File: src/rtl/norm_stream_sched.sv
`default_nettype none
// ============================================================================
// Module   : norm_stream_sched
// Brief    : Frame-synchronous scheduler for the integer x fraction pixel
//            normalizer: SOF-aligned config, frame length check, 2-stage pipe.
// Revision : 1.0 - initial release
// ============================================================================
module norm_stream_sched #(
    parameter int INT_WIDTH  = 8,
    parameter int FRAC_WIDTH = 8,   // must be >= OUT_WIDTH
    parameter int OUT_WIDTH  = 8,
    parameter int CNT_WIDTH  = 24,
    parameter logic [FRAC_WIDTH-1:0] RESET_NORM = '1
) (
    input  logic                  clk,
    input  logic                  srst,
    input  logic                  cfg_valid,
    output logic                  cfg_ready,
    input  logic [FRAC_WIDTH-1:0] cfg_norm,
    input  logic [CNT_WIDTH-1:0]  cfg_frame_len,
    input  logic                  s_valid,
    output logic                  s_ready,
    input  logic [INT_WIDTH-1:0]  s_data,
    input  logic                  s_sof,
    input  logic                  s_eof,
    output logic                  m_valid,
    input  logic                  m_ready,
    output logic [OUT_WIDTH-1:0]  m_data,
    output logic                  m_sof,
    output logic                  m_eof,
    output logic                  len_err,
    output logic                  busy,
    output logic [CNT_WIDTH-1:0]  frames_done
);

    typedef enum logic [0:0] {
        ST_IDLE   = 1'b0,
        ST_ACTIVE = 1'b1
    } state_t;

    localparam int                 c_prod_w    = INT_WIDTH + FRAC_WIDTH;
    localparam logic [CNT_WIDTH-1:0] c_cnt_one = CNT_WIDTH'(1);

    state_t                state_q, state_d;
    logic [FRAC_WIDTH-1:0] norm_act_q, norm_act_d;
    logic [CNT_WIDTH-1:0]  len_act_q, len_act_d;
    logic [FRAC_WIDTH-1:0] norm_sh_q, norm_sh_d;
    logic [CNT_WIDTH-1:0]  len_sh_q, len_sh_d;
    logic                  pend_q, pend_d;
    logic [CNT_WIDTH-1:0]  cnt_q, cnt_d;
    logic [CNT_WIDTH-1:0]  frames_q, frames_d;
    logic                  len_err_q, len_err_d;

    logic                  s1_valid_q;
    logic [INT_WIDTH-1:0]  s1_pix_q;
    logic [FRAC_WIDTH-1:0] s1_fac_q;
    logic                  s1_sof_q, s1_eof_q;
    logic                  s2_valid_q;
    logic [OUT_WIDTH-1:0]  s2_data_q;
    logic                  s2_sof_q, s2_eof_q;

    logic                  w_s1_ready, w_s2_ready;
    logic                  w_s_acc, w_sof_acc, w_fwd, w_cfg_xfer, w_apply;
    logic [FRAC_WIDTH-1:0] w_norm_frame;
    logic [CNT_WIDTH-1:0]  w_len_frame, w_cnt_inc;
    logic                  w_len_bad1;
    logic [c_prod_w-1:0]   w_prod;
    logic [OUT_WIDTH-1:0]  w_prod_sel;

    assign w_s2_ready = !s2_valid_q || m_ready;
    assign w_s1_ready = !s1_valid_q || w_s2_ready;
    assign w_s_acc    = s_valid && w_s1_ready;
    assign w_sof_acc  = w_s_acc && s_sof;
    assign w_fwd      = w_s_acc && (s_sof || (state_q == ST_ACTIVE));
    assign w_cfg_xfer = cfg_valid && !pend_q;
    assign w_apply    = w_sof_acc && pend_q;

    // The SOF beat that applies a pending config already uses the new values.
    assign w_norm_frame = w_apply ? norm_sh_q : norm_act_q;
    assign w_len_frame  = w_apply ? len_sh_q  : len_act_q;
    assign w_len_bad1   = (w_len_frame != '0) && (w_len_frame != c_cnt_one);
    assign w_cnt_inc    = (&cnt_q) ? cnt_q : cnt_q + c_cnt_one;

    always_comb begin
        state_d    = state_q;
        cnt_d      = cnt_q;
        frames_d   = frames_q;
        len_err_d  = 1'b0;
        norm_act_d = norm_act_q;
        len_act_d  = len_act_q;
        norm_sh_d  = norm_sh_q;
        len_sh_d   = len_sh_q;
        pend_d     = pend_q;

        if (w_cfg_xfer) begin
            norm_sh_d = cfg_norm;
            len_sh_d  = cfg_frame_len;
            pend_d    = 1'b1;
        end else if (w_apply) begin
            pend_d = 1'b0;
        end
        if (w_apply) begin
            norm_act_d = norm_sh_q;
            len_act_d  = len_sh_q;
        end

        case (state_q)
            ST_IDLE: begin
                if (w_sof_acc) begin
                    cnt_d = c_cnt_one;
                    if (s_eof) begin
                        frames_d  = frames_q + c_cnt_one;
                        len_err_d = w_len_bad1;
                    end else begin
                        state_d = ST_ACTIVE;
                    end
                end
            end
            ST_ACTIVE: begin
                if (w_s_acc) begin
                    if (s_sof) begin
                        // Truncated frame: flagged against the old length, not counted.
                        cnt_d     = c_cnt_one;
                        len_err_d = (len_act_q != '0);
                        if (s_eof) begin
                            frames_d  = frames_q + c_cnt_one;
                            len_err_d = (len_act_q != '0) || w_len_bad1;
                            state_d   = ST_IDLE;
                        end
                    end else begin
                        cnt_d = w_cnt_inc;
                        if (s_eof) begin
                            frames_d  = frames_q + c_cnt_one;
                            len_err_d = (len_act_q != '0) && (w_cnt_inc != len_act_q);
                            state_d   = ST_IDLE;
                        end
                    end
                end
            end
            default: state_d = ST_IDLE;
        endcase
    end

    always_ff @(posedge clk) begin
        if (srst) begin
            state_q    <= ST_IDLE;
            norm_act_q <= RESET_NORM;
            len_act_q  <= '0;
            norm_sh_q  <= '0;
            len_sh_q   <= '0;
            pend_q     <= 1'b0;
            cnt_q      <= '0;
            frames_q   <= '0;
            len_err_q  <= 1'b0;
        end else begin
            state_q    <= state_d;
            norm_act_q <= norm_act_d;
            len_act_q  <= len_act_d;
            norm_sh_q  <= norm_sh_d;
            len_sh_q   <= len_sh_d;
            pend_q     <= pend_d;
            cnt_q      <= cnt_d;
            frames_q   <= frames_d;
            len_err_q  <= len_err_d;
        end
    end

    // Keep product bits [FRAC_WIDTH-1 : FRAC_WIDTH-OUT_WIDTH], no rounding.
    assign w_prod     = {{FRAC_WIDTH{1'b0}}, s1_pix_q} * {{INT_WIDTH{1'b0}}, s1_fac_q};
    assign w_prod_sel = OUT_WIDTH'(w_prod >> (FRAC_WIDTH - OUT_WIDTH));

    always_ff @(posedge clk) begin
        if (srst) begin
            s1_valid_q <= 1'b0;
            s1_pix_q   <= '0;
            s1_fac_q   <= '0;
            s1_sof_q   <= 1'b0;
            s1_eof_q   <= 1'b0;
            s2_valid_q <= 1'b0;
            s2_data_q  <= '0;
            s2_sof_q   <= 1'b0;
            s2_eof_q   <= 1'b0;
        end else begin
            if (w_s1_ready) begin
                s1_valid_q <= w_fwd;
                if (w_fwd) begin
                    s1_pix_q <= s_data;
                    s1_fac_q <= w_norm_frame;
                    s1_sof_q <= s_sof;
                    s1_eof_q <= s_eof;
                end
            end
            if (w_s2_ready) begin
                s2_valid_q <= s1_valid_q;
                if (s1_valid_q) begin
                    s2_data_q <= w_prod_sel;
                    s2_sof_q  <= s1_sof_q;
                    s2_eof_q  <= s1_eof_q;
                end
            end
        end
    end

    assign cfg_ready   = !pend_q;
    assign s_ready     = w_s1_ready;
    assign m_valid     = s2_valid_q;
    assign m_data      = s2_data_q;
    assign m_sof       = s2_sof_q;
    assign m_eof       = s2_eof_q;
    assign len_err     = len_err_q;
    assign busy        = (state_q == ST_ACTIVE) || s1_valid_q || s2_valid_q;
    assign frames_done = frames_q;

endmodule
`default_nettype wire

File: config.mk
export PLATFORM = sky130hd
export DESIGN_NAME = norm_stream_sched
export DESIGN_NICKNAME = d
export VERILOG_FILES = /design/src/rtl/norm_stream_sched.sv
export SDC_FILE = /design/constraint.sdc
export NUM_CORES = 1
export LEC_CHECK = 0
export ABC_AREA = 1
export CAP_MARGIN = 20
export CORE_UTILIZATION = 45
export DETAILED_ROUTE_END_ITERATION = 10
export MAX_ROUTING_LAYER = met4
export PLACE_DENSITY = 0.64
export SYNTH_ARGS = -nofsm -noshare
export SYNTH_HDL_FRONTEND = slang
export SYNTH_SLANG_ARGS = --single-unit
File: constraint.sdc
create_clock -name clk -period 5.02 [get_ports clk]
set_input_delay 1.004 -clock clk [delete_from_list [all_inputs] [get_ports clk]]
set_output_delay 1.004 -clock clk [all_outputs]
set_load 0.005 [all_outputs]
* Word level (Yosys, flattened, before mapping)
Index checks and enable logic that the tools add are counted.
** Storage, ports and cells
- Output and inout port bits :: 39
- Flip-flop bits (word level) :: 145
** Cells by class
- Equality and inequality tests :: 4
- Add/sub/neg operators :: 2
- Muxes and demuxes :: 24
- Bitwise logic cells :: 1
- Reduce and logical (&&, ||, !) cells :: 23
- Multipliers :: 1
** Operators with widths (number)
- $mux W24 :: 8
- $pmux W24 S2 :: 2
- $add A24 B1 Y24 const B :: 2
- $reduce_bool A24 Y1 :: 2
- $ne A24 B1 Y1 const B :: 1
- $ne A24 B24 Y1 :: 1
- $reduce_and A24 Y1 :: 1
- $mux W1 :: 11
- $mul A8 B8 Y8 :: 1
- $mux W8 :: 1
- $logic_and A1 B1 Y1 :: 7
- $logic_or A1 B1 Y1 :: 6
- $reduce_and A2 Y1 :: 3
- $pmux W1 S2 :: 2
- $logic_not A1 Y1 :: 3
- $ne A2 B1 Y1 const B :: 1
- $ne A2 B2 Y1 const B :: 1
- $reduce_bool A2 Y1 :: 1
- $not A1 Y1 :: 1

* Longest topological paths before layout
- Depth in word-level cells :: 14
- Gate-level depth with buffers :: 19

* Worst setup path after synthesis
No wires, ideal clock.
- Path kind :: register -> register
- From :: register s1_pix_q[1]
- To :: register s2_data_q[7], in the netlist m_data[7]
- Arrival time :: 3.712 ns
- Period minus slack after synthesis :: 3.841 ns
- Stages on the path, launching flop included :: 15
- Setup slack :: 1.179 ns
- Cell sequence :: dfxtp_1 -> clkbuf_1 -> nand2_1 -> fa_1 -> fa_1 -> fa_1 -> fa_1 -> inv_1 -> ha_1 -> nand2_1 -> o21ai_0 -> xor2_1 -> xor2_1 -> xor2_1 -> a21oi_1
** On the way
- Longest elaborated chain between the ends :: 1
** RTL lines
- start, declared :: line 55 : logic [INT_WIDTH-1:0] s1_pix_q;
- start signal, assigned :: line 187 : s1_pix_q <= s_data;
- $mul A8 B8 Y8 :: line 169 : assign w_prod = {{FRAC_WIDTH{1'b0}}, s1_pix_q} * {{INT_WIDTH{1'b0}}, s1_fac_q};
- end signal, assigned :: line 196 : s2_data_q <= w_prod_sel;
- end, declared :: line 59 : logic [OUT_WIDTH-1:0] s2_data_q;
No other way between the ends.
A chain may end at the register's enable or synchronous reset.

* Worst setup path after layout
Ends and elaborated chain as after synthesis.

==> results.md <==
- Die H: 133 um
- Cell variety after synth: 43
- Clock Latency Late Sink: 0.42 ns
- Routed len/inst: 13.5 um
- Antenna-violating nets left: 0
- Number of cell rows: 47
- Inserted Clock Buffers: 17
- Number of flops mapped to enable cells by yosys: 0
- Proportion of layout cells with a drive suffix above 1: 5.70%
- RSZ-0062 raised after global routing: no
- GRT Resource Usage Total: 23.6%
- Syn Nets: 1209
- Syn Area/Cell: 6.86 um^2
- Hold-fix buffers, CTS: 0
- Post-synth top area cell: dfxtp_1
- Post-CTS setup buffer count: 0
- Top cell type's share of synthesized area: 37.4%
- Place WS: 1.02 ns
- Max Buffers Root-to-Sink: 2
- Seq/Total Area, Yosys: 37.4%
- DRT Pass-1 Iters: 5
- Vias in the first global route: 6595
- Core area: 16700 um^2
- Hold_sp: norm_act_q[5]$_SDFF_PP1_
- Final Cycle Share: 79.1%
- Worst path required time: 5.32 ns
- Placed Area: 8740 um^2
- Antenna cells: 0
- Grt ovf: 0
- Final Wtd Congestion: 0.942
- Nets: 1276
- I/O Buffers: 85
- Final std cells w/o fill: 1430
- Critical Path Start: s1_pix_q[1]$_SDFFE_PP0P_
- Largest net degree at the start of global routing: 74
- Async S/R FF share, synth: 0%
- Reg2Reg Launch Point: s1_pix_q[1]$_SDFFE_PP0P_
- Power per cell area: 307 nW/um^2
- Layout Area Growth over Synthesis: 21.0%
- Die Area: 17800 um^2
- Ports: 86
- Worst setup margin: 1.05 ns
- Clock sinks: 145
- Mapped Cells: 1132
- TNS Setup: 0 ns
- Yosys warns: 0
- Peak VDD IR: 0.245 mV
- Worst-path clk slew: 0.06 ns
- Achievable Freq: 0.252 GHz
- Placed Cells: 1399
- Placed wire-length estimate: 14.0 mm
- CTS tree: done
- Final wirelength: 19.2 mm
- WP data arrival: 4.27 ns
- Post-layout min period: 3.97 ns
- DR DRC count: 0
- Outcome: completed
- Largest fanout on the critical path: 8
- Commonest cells after routing, fill and taps aside: 308 x nand2_1, 174 x nor2_1, 145 x dfxtp_1
- Fin. max-slew vios: 0
- Design area: 9390 um^2
- Synth top area cells: dfxtp_1 37%, nand2_1 15%, nor2_1 8.4%
- Clock skew: 0.0109 ns
- H-tree Lvls: 4
- Max-Cap Viols: 0
- P_leak: 4.03 nW
- Critical Path Source Type: flop
- Starting density of the core: 46.5%
- Via count: 7041
- Post-CTS sizing: 0
- Worst hold path type: reg -> reg
- Antenna violations before repair: 0
- Slew HR: 45.0%
- Hold Fails Final Rpt: 0
- Synthesized cell area: 7760 um^2
- Critical path class: reg -> reg
- Initial DRC count: 444
- Final setup violation count: 0
- Synthesized flop and latch total: 145
- Most used DFF post-synth: dfxtp_1
- Vias per cell: 4.92
- Worst Max-Slew Pin Slew: 0.825 ns
- CTS root buf: clkbuf_16
- Commonest non-fill, non-tap cell in the layout: nand2_1
- First-pass GRT wire length: 32.5 mm
- Element type at the critical path end: flop
- Die W: 133 um
[cells by family after synthesis]
kind of cell | Yosys count | synth area share, %
compound gates | 152 | 10.5
fa+ha+maj | 30 | 6.00
xor+xnor | 35 | 3.95
simple gates | 595 | 33.4
flops | 145 | 37.4
buf+inv | 175 | 8.78
[per-stage QoR]
stage          hold WS, ns  total power (W)  util, %
2_1_floorplan        0.424          0.00143        -
3_3_place_gp         0.433          0.00153     52.3
3_5_place_dp         0.438          0.00154     52.3
4_1_cts              0.453          0.00291     56.1
5_1_grt              0.476          0.00300     56.2
6_report             0.449          0.00288     56.2
[registers in the layout, summed over array words and instances (netlist names)]
signal,cells
cnt_q,24
frames_done,24
len_act_q,24
len_err,1
len_sh_q,24
m_data,8
m_eof,1
m_sof,1
m_valid,1
norm_act_q,8
norm_sh_q,8
pend_q,1
s1_eof_q,1
s1_fac_q,8
s1_pix_q,8
s1_sof_q,1
s1_valid_q,1
state_q,1
[synth_stat cells (2+ instances only)]
master	number
o21ai_0	64
buf_2	8
a221oi_1	2
nor2_2	3
nor3_2	2
o211ai_1	9
nor3_1	7
o21a_1	3
xor2_1	21
nor3_4	3
buf_1	5
nor4_1	2
a21oi_1	59
fa_1	12
nor2_4	5
nand4_1	15
nand3_4	3
a211oi_1	3
clkinv_1	2
nand2_4	3
nand3_1	57
ha_1	18
nand2_2	6
clkbuf_1	28
o21ai_1	9
nor2_1	174
xnor2_1	14
nand2_1	308
nand3b_1	2
inv_1	128
dfxtp_1	145
[path summary, 6_finish.rpt]
kind                            slack (ns)                        to  cells past startpoint
worst max-delay path                  1.05    m_data[7]$_SDFFE_PP0P_                     13
worst min-delay path                  0.45  norm_act_q[5]$_SDFF_PP1_                      2
worst max register to register        1.05    m_data[7]$_SDFFE_PP0P_                     13
worst min register to register        0.45  norm_act_q[5]$_SDFF_PP1_                      2
[report_power, final]
group | switching (W) | internal (W)
logic | 0.000156 | 0.000117
registers | 0.0000361 | 0.00120
clock network | 0.000487 | 0.000887
total | 0.000679 | 0.00221
[worst max-delay path, cell delays in order (launching register included)]
cell	delay [ns]
dfxtp_1	0.46
nand2_1	0.14
fa_1	0.48
fa_1	0.57
fa_1	0.44
fa_1	0.54
inv_1	0.04
ha_1	0.32
nand2_1	0.06
o21ai_0	0.20
xor2_1	0.19
xor2_1	0.18
xor2_1	0.16
a21oi_1	0.07
[cell type report]
cell class	instances	area (um^2)
Tap cell	220	275
Timing Repair Buffer	90	896
Clock buffer	19	443
Fill cell	1679	7310
Sequential cell	145	2900
Inverter	133	507
Clock inverter	11	188
Multi-Input combinational cell	812	4180
[layer usage]
metal | vias up | track usage (%) | share of wire (%)
met2 | 157 | 34.0 | 41
met4 | 0 | 5.74 | 0.86
li1 | 3708 | - | -
met5 | - | - | 0
met1 | 3159 | 33.2 | 53
met3 | 17 | 5.33 | 4.9
No activity file was read; power rests on OpenSTA's default activity.
